## config.mk

```make
export PLATFORM = sky130hd
export DESIGN_NAME = alu_op_sequencer
export DESIGN_NICKNAME = d
export VERILOG_FILES = /design/src/rtl/alu_op_sequencer.sv
export SDC_FILE = /design/constraint.sdc
export NUM_CORES = 1
export LEC_CHECK = 0
export CORE_MARGIN = 8
export CORE_UTILIZATION = 37
export DETAILED_ROUTE_END_ITERATION = 12
export GPL_TIMING_DRIVEN = 0
export PLACE_DENSITY = 0.76
export SLEW_MARGIN = 30
export SYNTH_ARGS = -nofsm -noshare
export SYNTH_HDL_FRONTEND = slang
export SYNTH_SLANG_ARGS = --single-unit
```

## constraint.sdc

```tcl
create_clock -name clk -period 1.61 [get_ports clk]
set_input_delay 0.322 -clock clk [delete_from_list [all_inputs] [get_ports clk]]
set_output_delay 0.322 -clock clk [all_outputs]
set_load 0.005 [all_outputs]
```

## src/rtl/alu_op_sequencer.sv

```systemverilog
// Accepts a 4-bit opcode, drives a one-hot mux select for 1 or MULTI_CYCLES
// cycles, then writes the mux result into acc. Optional ACC_FLAGS_EN adds flags.
module alu_op_sequencer #(
  parameter int bus_size     = 16,
  parameter int MULTI_CYCLES = 4
) (
  input  logic                clk,
  input  logic                rst_n,
  input  logic                op_valid,
  output logic                op_ready,
  input  logic [3:0]          opcode,
  input  logic                acc_clr,
  input  logic [bus_size-1:0] mux_b,
  output logic [15:0]         sel,
  output logic [bus_size-1:0] acc,
  output logic                busy,
`ifdef ACC_FLAGS_EN
  output logic                zero_flag,
  output logic                neg_flag,
`endif
  output logic                done
);

  localparam logic [1:0] IDLE = 2'd0;
  localparam logic [1:0] EXEC = 2'd1;
  localparam logic [1:0] WB   = 2'd2;

  localparam logic [3:0] MC = 4'(MULTI_CYCLES);

  logic [1:0] state;
  logic [3:0] cnt;
  logic [3:0] opcodeReg;
  logic       accept;
  logic       lastExec;

  assign op_ready = (state == IDLE);
  assign busy     = (state == EXEC) || (state == WB);
  assign done     = (state == WB);
  assign accept   = op_valid && op_ready;
  assign lastExec = (state == EXEC) && (cnt <= 4'd1);

  // Select is a pure decode of state so reset forces it low at once
  always_comb begin
    sel = 16'h0000;
    if (state == EXEC) sel = 16'h0001 << opcodeReg;
  end

  // Sequencer FSM with EXEC length down-counter
  always_ff @(posedge clk or negedge rst_n) begin
    if (!rst_n) begin
      state     <= IDLE;
      cnt       <= 4'd0;
      opcodeReg <= 4'd0;
    end else begin
      case (state)
        IDLE: begin
          if (accept) begin
            opcodeReg <= opcode;
            cnt       <= (opcode >= 4'd12) ? MC : 4'd1;
            state     <= EXEC;
          end
        end
        EXEC: begin
          if (lastExec) begin
            cnt   <= 4'd0;
            state <= WB;
          end else begin
            cnt <= cnt - 4'd1;
          end
        end
        WB:      state <= IDLE;
        default: state <= IDLE;
      endcase
    end
  end

  // Accumulator: clear beats write-back, mux_b only sampled on last EXEC edge
  always_ff @(posedge clk or negedge rst_n) begin
    if (!rst_n) begin
      acc <= '0;
    end else if (acc_clr) begin
      acc <= '0;
    end else if (lastExec) begin
      acc <= mux_b;
    end
  end

`ifdef ACC_FLAGS_EN
  // Flags track acc in the same edge so they never lag the value
  always_ff @(posedge clk or negedge rst_n) begin
    if (!rst_n) begin
      zero_flag <= 1'b1;
      neg_flag  <= 1'b0;
    end else if (acc_clr) begin
      zero_flag <= 1'b1;
      neg_flag  <= 1'b0;
    end else if (lastExec) begin
      zero_flag <= (mux_b == '0);
      neg_flag  <= mux_b[bus_size-1];
    end
  end
`endif

endmodule

```

==> results of run 1 <==
==> metrics by stage <==
stage | worst slack [ns] | hold WS [ns] | std cells | power [mW]
6_report | -0.372 | 0.509 | 248 | 3.86
2_1_floorplan | -0.0161 | 0.0264 | 111 | 1.93
4_1_cts | -0.338 | 0.525 | 241 | 3.40
5_1_grt | -0.422 | 0.531 | 248 | 4.11
3_3_place_gp | -0.529 | 0.488 | 215 | 2.50
3_5_place_dp | -0.544 | 0.351 | 215 | 2.56
==> final cells by class <==
class                           instances  area share, %
Buffer                                  2          0.938
Clock buffer                            3          0.938
Inverter                                6           1.15
Multi-Input combinational cell         77           34.8
Sequential cell                        26           27.2
Tap cell                               46           2.40
Timing Repair Buffer                   88           32.6
==> cells by family (layout without fill, tap and decap cells) <==
family                   Yosys count  count (layout)  synth area share (%)
AND/OR/NAND/NOR                   35              35                  15.0
AO/OA/AOI/OAI                     30              30                  19.6
flip-flops                        26              26                  51.1
buffers and inverters              8              99                  3.24
adder cells (fa/ha/maj)            6               6                  5.89
multiplexers                       6               6                  5.11
==> layout by cell type, fill, tap and decap left out, types with 2 or more instances in the layout <==
master,count
a21oi_1,4
a22o_1,6
a22o_4,10
buf_2,17
buf_4,17
buf_6,15
clkbuf_4,3
clkdlybuf4s50_1,37
dfrtp_1,24
dfrtp_2,2
ha_1,2
ha_4,4
inv_1,2
inv_2,2
inv_4,2
mux2_2,4
nand2_1,5
nand2b_1,3
nand3b_1,2
nor2_1,5
nor2_2,5
nor2_4,3
nor3_1,3
nor3_2,2
nor3_4,2
==> power groups by stage <==
stage	Combinational (mW)	Clock, mW	Sequential, mW
floorplan	0.882	0	1.04
global placement	1.44	0	1.06
detailed placement	1.48	0	1.08
CTS	2.04	0.277	1.08
global route	2.63	0.311	1.16
finish	2.45	0.279	1.13
==> how the worst min path moves through the flow <==
stage	from	end	cells past startpoint
after floorplan	rst_n	acc[0]	0
after global placement	cnt[1]	cnt[1]	2
after detailed placement	rst_n	state[0]	1
after CTS	acc[5]	acc[5]	1
after global routing	acc[9]	acc[9]	1
final	rst_n	state[0]	2
==> sequential cells by signal, indices dropped and copies added (netlist names) <==
| signal | count |
|---|---|
| state | 2 |
| cnt | 4 |
| opcodeReg | 4 |
| acc | 16 |
==> layer usage <==
layer,global-route usage (%),vias up,part of all wire (%)
met4,4.35,0,1.3
met3,4.53,8,8.4
met5,0,-,0
li1,-,591,-
met2,26.1,47,51
met1,15.4,608,39
==> what timing repair did <==
action	4_1_cts	5_1_grt
gates resized for setup	103	37
endpoints found under the setup margin	40	39
cloned	2	0
buffers inserted	20	8
hold buffers	1	0
pin swaps	12	9
endpoints found under the hold margin	26	0
==> worst reg2reg max path, stage by stage, from the launching register on <==
cell	delay [ns]
dfrtp_1	0.42
inv_2	0.08
ha_4	0.15
inv_4	0.04
buf_4	0.12
buf_6	0.12
nor3_4	0.19
buf_6	0.14
a21oi_4	0.07
buf_6	0.14
a22o_4	0.24
==> run metrics, run 1 <==
Synth warnings 0; DP HPWL around 2700 um; switching share of total power 38.8%; share of total power in combinational logic 63.5%; post-route cell area 2400 um2; end of the critical path sel[0]; Clock Tree Buf Depth 2; vias in the first global route 1369; vias per std cell 5.06; sequential power share about 30%; initial drt markers 22; Crit Reg-Reg Startpoint state[1]; WL/cell roughly 17 um; post-layout utilization of the core between 70 and 80%; unrepaired setup endpoints after global routing yes; Crit. End Element primary output; Slew @ Worst Pin 0.572 ns; Fin Clk Skew 0.00868 ns; post-synthesis cell area ~1300 um2; Hold WC Path Type input pin to async pin; clock share of power 7.2%; #FFs+latches synth 26; number of buffers and inverters on the critical path 3; R2R depth 10; CP Launch Point state[1]; pwr/cell area around 1600 nW/um2; number of cell rows 21; dominant cell type by area after synthesis dfrtp_1; failing checks negative setup slack; CP cell instances inv_2 -> ha_4 -> inv_4 -> or3_4 -> nor3_4 -> buf_2; register area 653 um2; TNS Setup -7.58 ns; Placement Cell Area 1930 um2; final worst slack -0.372 ns; Commonest cells post-synth dfrtp_1 (26), nor2_1 (12), a22o_2 (10); total via count in the routed design 1254; Setup Viol. Count Final 36; dominant synthesized flop cell dfrtp_1; clk sinks 26; share of cells above drive strength 1 49.5%; starting density of the core roughly two fifths; area fraction of the dominant cell type after synthesis 51.1%; CTS buffer count 3; DRC viols 0; part of the cycle the worst path needs 123%; Clock Root Buffer clkbuf_4; Mapped Cells 111; H-tree depth 1; most numerous cell in the Yosys netlist dfrtp_1; P&R area growth vs syn 88.6%; outcome complete, but fails checks; top-level port count 59; Lkg Pwr 1.10 nW; Final min period 1.98 ns; GRT overflow 0; Avg Cell Area, Syn around 11 um2; R2R Path End acc[8]; Worst setup SP type register; Switch Pwr 1.50 mW; Peak Freq 0.505 GHz; Int Pwr 2.36 mW; area of the multi-input gates 836 um2; core area 3310 um2; Slew HR 61.9%; Post-synth EDFFs 0; CP required 1.29 ns; max_cap viols 0; critical path class register to primary output; Slowest-stage cell, CP dfrtp_1; full die area 5580 um2; Worst path depth 6; register-to-register setup slack -0.20 ns; Distinct cells, synth 30; Mapped Nets 141; GPL Wtd Cong 0.769; CP delay by family, top simple AND/OR/NAND/NOR gates; synth top area cells dfrtp_1 (51%), a22o_2 (7.9%), ha_1 (5.9%), a22o_1 (4.1%), mux2_2 (3.5%); largest net degree at the start of global routing 27; first-pass GRT wire length about 6300 um; Routed WL 4210 um; WP data arrival 1.66 ns; remaining antenna violation count after routing 0; largest fanout on the critical path 4; CTS tree done; final max-slew violation count 0; worst-skew pair later-pin latency 0.32 ns; initial antenna violation count 0; port bufs 58; Final Hold Vio Count 0; Async S/R FF share, synth 100%; Crit path largest cell delay 0.42 ns; worst vdd ir around 800 uV; Fillers roughly 250; register area share after synthesis around half; DR pass1 iterations 3; # diodes 0; Die X 74.7 um; Final #Nets ~230; Clock transition at path regs 0.14 ns; chip height 74.7 um; Total Routing Usage GR 14.4%
(Power assumes the default switching activity.)
==> run 2: changes to the inputs <==
CORE_UTILIZATION = 41   (was 37)
CTS_CLUSTER_SIZE = 12   (was default)
PLACE_DENSITY = 0.8   (was 0.76)
clock period = 2.1 ns   (was 1.61 ns; I/O delays follow)
==> run metrics, run 2 (synthesis results as in run 1) <==
outcome completed; CTS tree done; Clock Tree Buf Depth 2; Routed WL 3570 um; Fillers 250; Slew HR 62.1%; max reg flops 16; Hold WC Path Type input pin to async pin; critical path class register to primary output; starting density of the core about 42%; full die area slightly above 5000 um2; largest fanout on the critical path 5; Placement Cell Area 1890 um2; Clock transition at path regs 0.14 ns; pwr/cell area 1150 nW/um2; Fin Clk Skew about 0.0043 ns; P&R area growth vs syn 57.7%; final std cells w/o fill 214; share of cells above drive strength 1 33.1%; Lkg Pwr roughly 0.9 nW; DR pass1 iterations 4; Peak Freq a little under 0.5 GHz; CTS buffer count 3; CP required between 1.5 and 2 ns; # hold bufs at CTS 0; final max-slew violation count 0; Reg with most FFs acc; vias per std cell 5.35; port bufs 58; Final min period 2.05 ns; core area between 3000 and 4000 um2; Slew @ Worst Pin 0.569 ns; cell count after placement 202; remaining antenna violation count after routing 0; top-level port count 59; total via count in the routed design 1145; WP data arrival 1.63 ns; max_cap viols 0; part of the cycle the worst path needs 97.5%; DRC viols 0; initial drt markers 38; worst vdd ir 614 uV; worst-skew pair later-pin latency slightly above 0.3 ns; GRT overflow 0; clk sinks 26; initial antenna violation count 0; WL/cell between 15 and 20 um; Worst setup SP type register; first-pass GRT wire length around 6000 um; # diodes 0; most common cell after layout, fill and taps aside clkdlybuf4s50_1; unrepaired setup endpoints after global routing yes; highest-count cells in the layout ignoring fill and taps clkdlybuf4s50_1 (40), dfrtp_1 (26), a22o_2 (10); largest registers acc x16, cnt x4, opcodeReg x4; Clock Root Buffer clkbuf_4; GPL Wtd Cong 0.864; Final #Nets 212; DP HPWL 2700 um; largest net degree at the start of global routing 27; H-tree depth 1; Crit. End Element primary output; vias in the first global route approximately 1200; chip height about 72 um; Setup Viol. Count Final 0; Final Hold Vio Count 0; Die X 71.7 um; post-route cell area 2010 um2; number of cell rows 20; Total Routing Usage GR 14.3%
## run 2: timing repair
action	4_1_cts	5_1_grt
hold endpoints to repair	0	0
setup buffers	6	2
gates resized for setup	43	19
setup endpoints to repair	17	29
pin swaps	5	1
## run 2: worst max-delay path: stages, from the launching register on
cell             delay (ns)
dfrtp_1                0.43
inv_1                  0.18
ha_4                   0.20
clkdlybuf4s50_1        0.51
## run 2: per-stage QoR
step | util, % | hold WS [ns] | power, mW | setup TNS [ns] | setup WS, ns
after floorplan | - | 0.124 | 1.44 | 0 | 0.362
after global placement | 63.1 | 0.490 | 1.88 | -0.948 | -0.282
after detailed placement | 63.0 | 0.452 | 1.91 | -1.17 | -0.309
after CTS | 65.8 | 0.0868 | 2.26 | -0.0632 | -0.0632
after global routing | 66.9 | 0.0972 | 2.51 | -0.312 | -0.0695
final | 66.9 | 0.0782 | 2.31 | 0 | 0.0518
## run 2: routing by layer
layer  wire [um]  global-route usage (%)
met1        1480                    16.8
met2        1690                    23.4
met3         362                    6.28
met4          27                    3.40
met5           0                       0
## run 2: path summary, 6_finish.rpt
path                          start  endpoint  slack (ns)  depth (start not counted)
min in group clk             acc[3]    acc[3]        0.52                          1
max in group asynchronous     rst_n    cnt[2]        1.65                          1
max                        state[0]  op_ready        0.05                          3
min reg2reg                  acc[3]    acc[3]        0.52                          1
max reg2reg                  cnt[0]   acc[15]        0.30                          7
min                           rst_n    cnt[0]        0.08                          1
## run 2: cell type report
class	instances	area, um2	share of cell area [%]
buffer	2	18.8	0.935
timing repair buffer	66	586	29.2
inverter	6	22.5	1.12
sequential	26	651	32.4
tap	33	41.3	2.06
clock buffer	4	36.3	1.81
multi-input combinational	77	653	32.5
## run 2: where the power goes
group / total [mW] / switching, mW / internal (mW)
Combinational: 1.23 / 0.558 / 0.673
Clock: 0.247 / 0.141 / 0.106
Sequential: 0.835 / 0.180 / 0.655
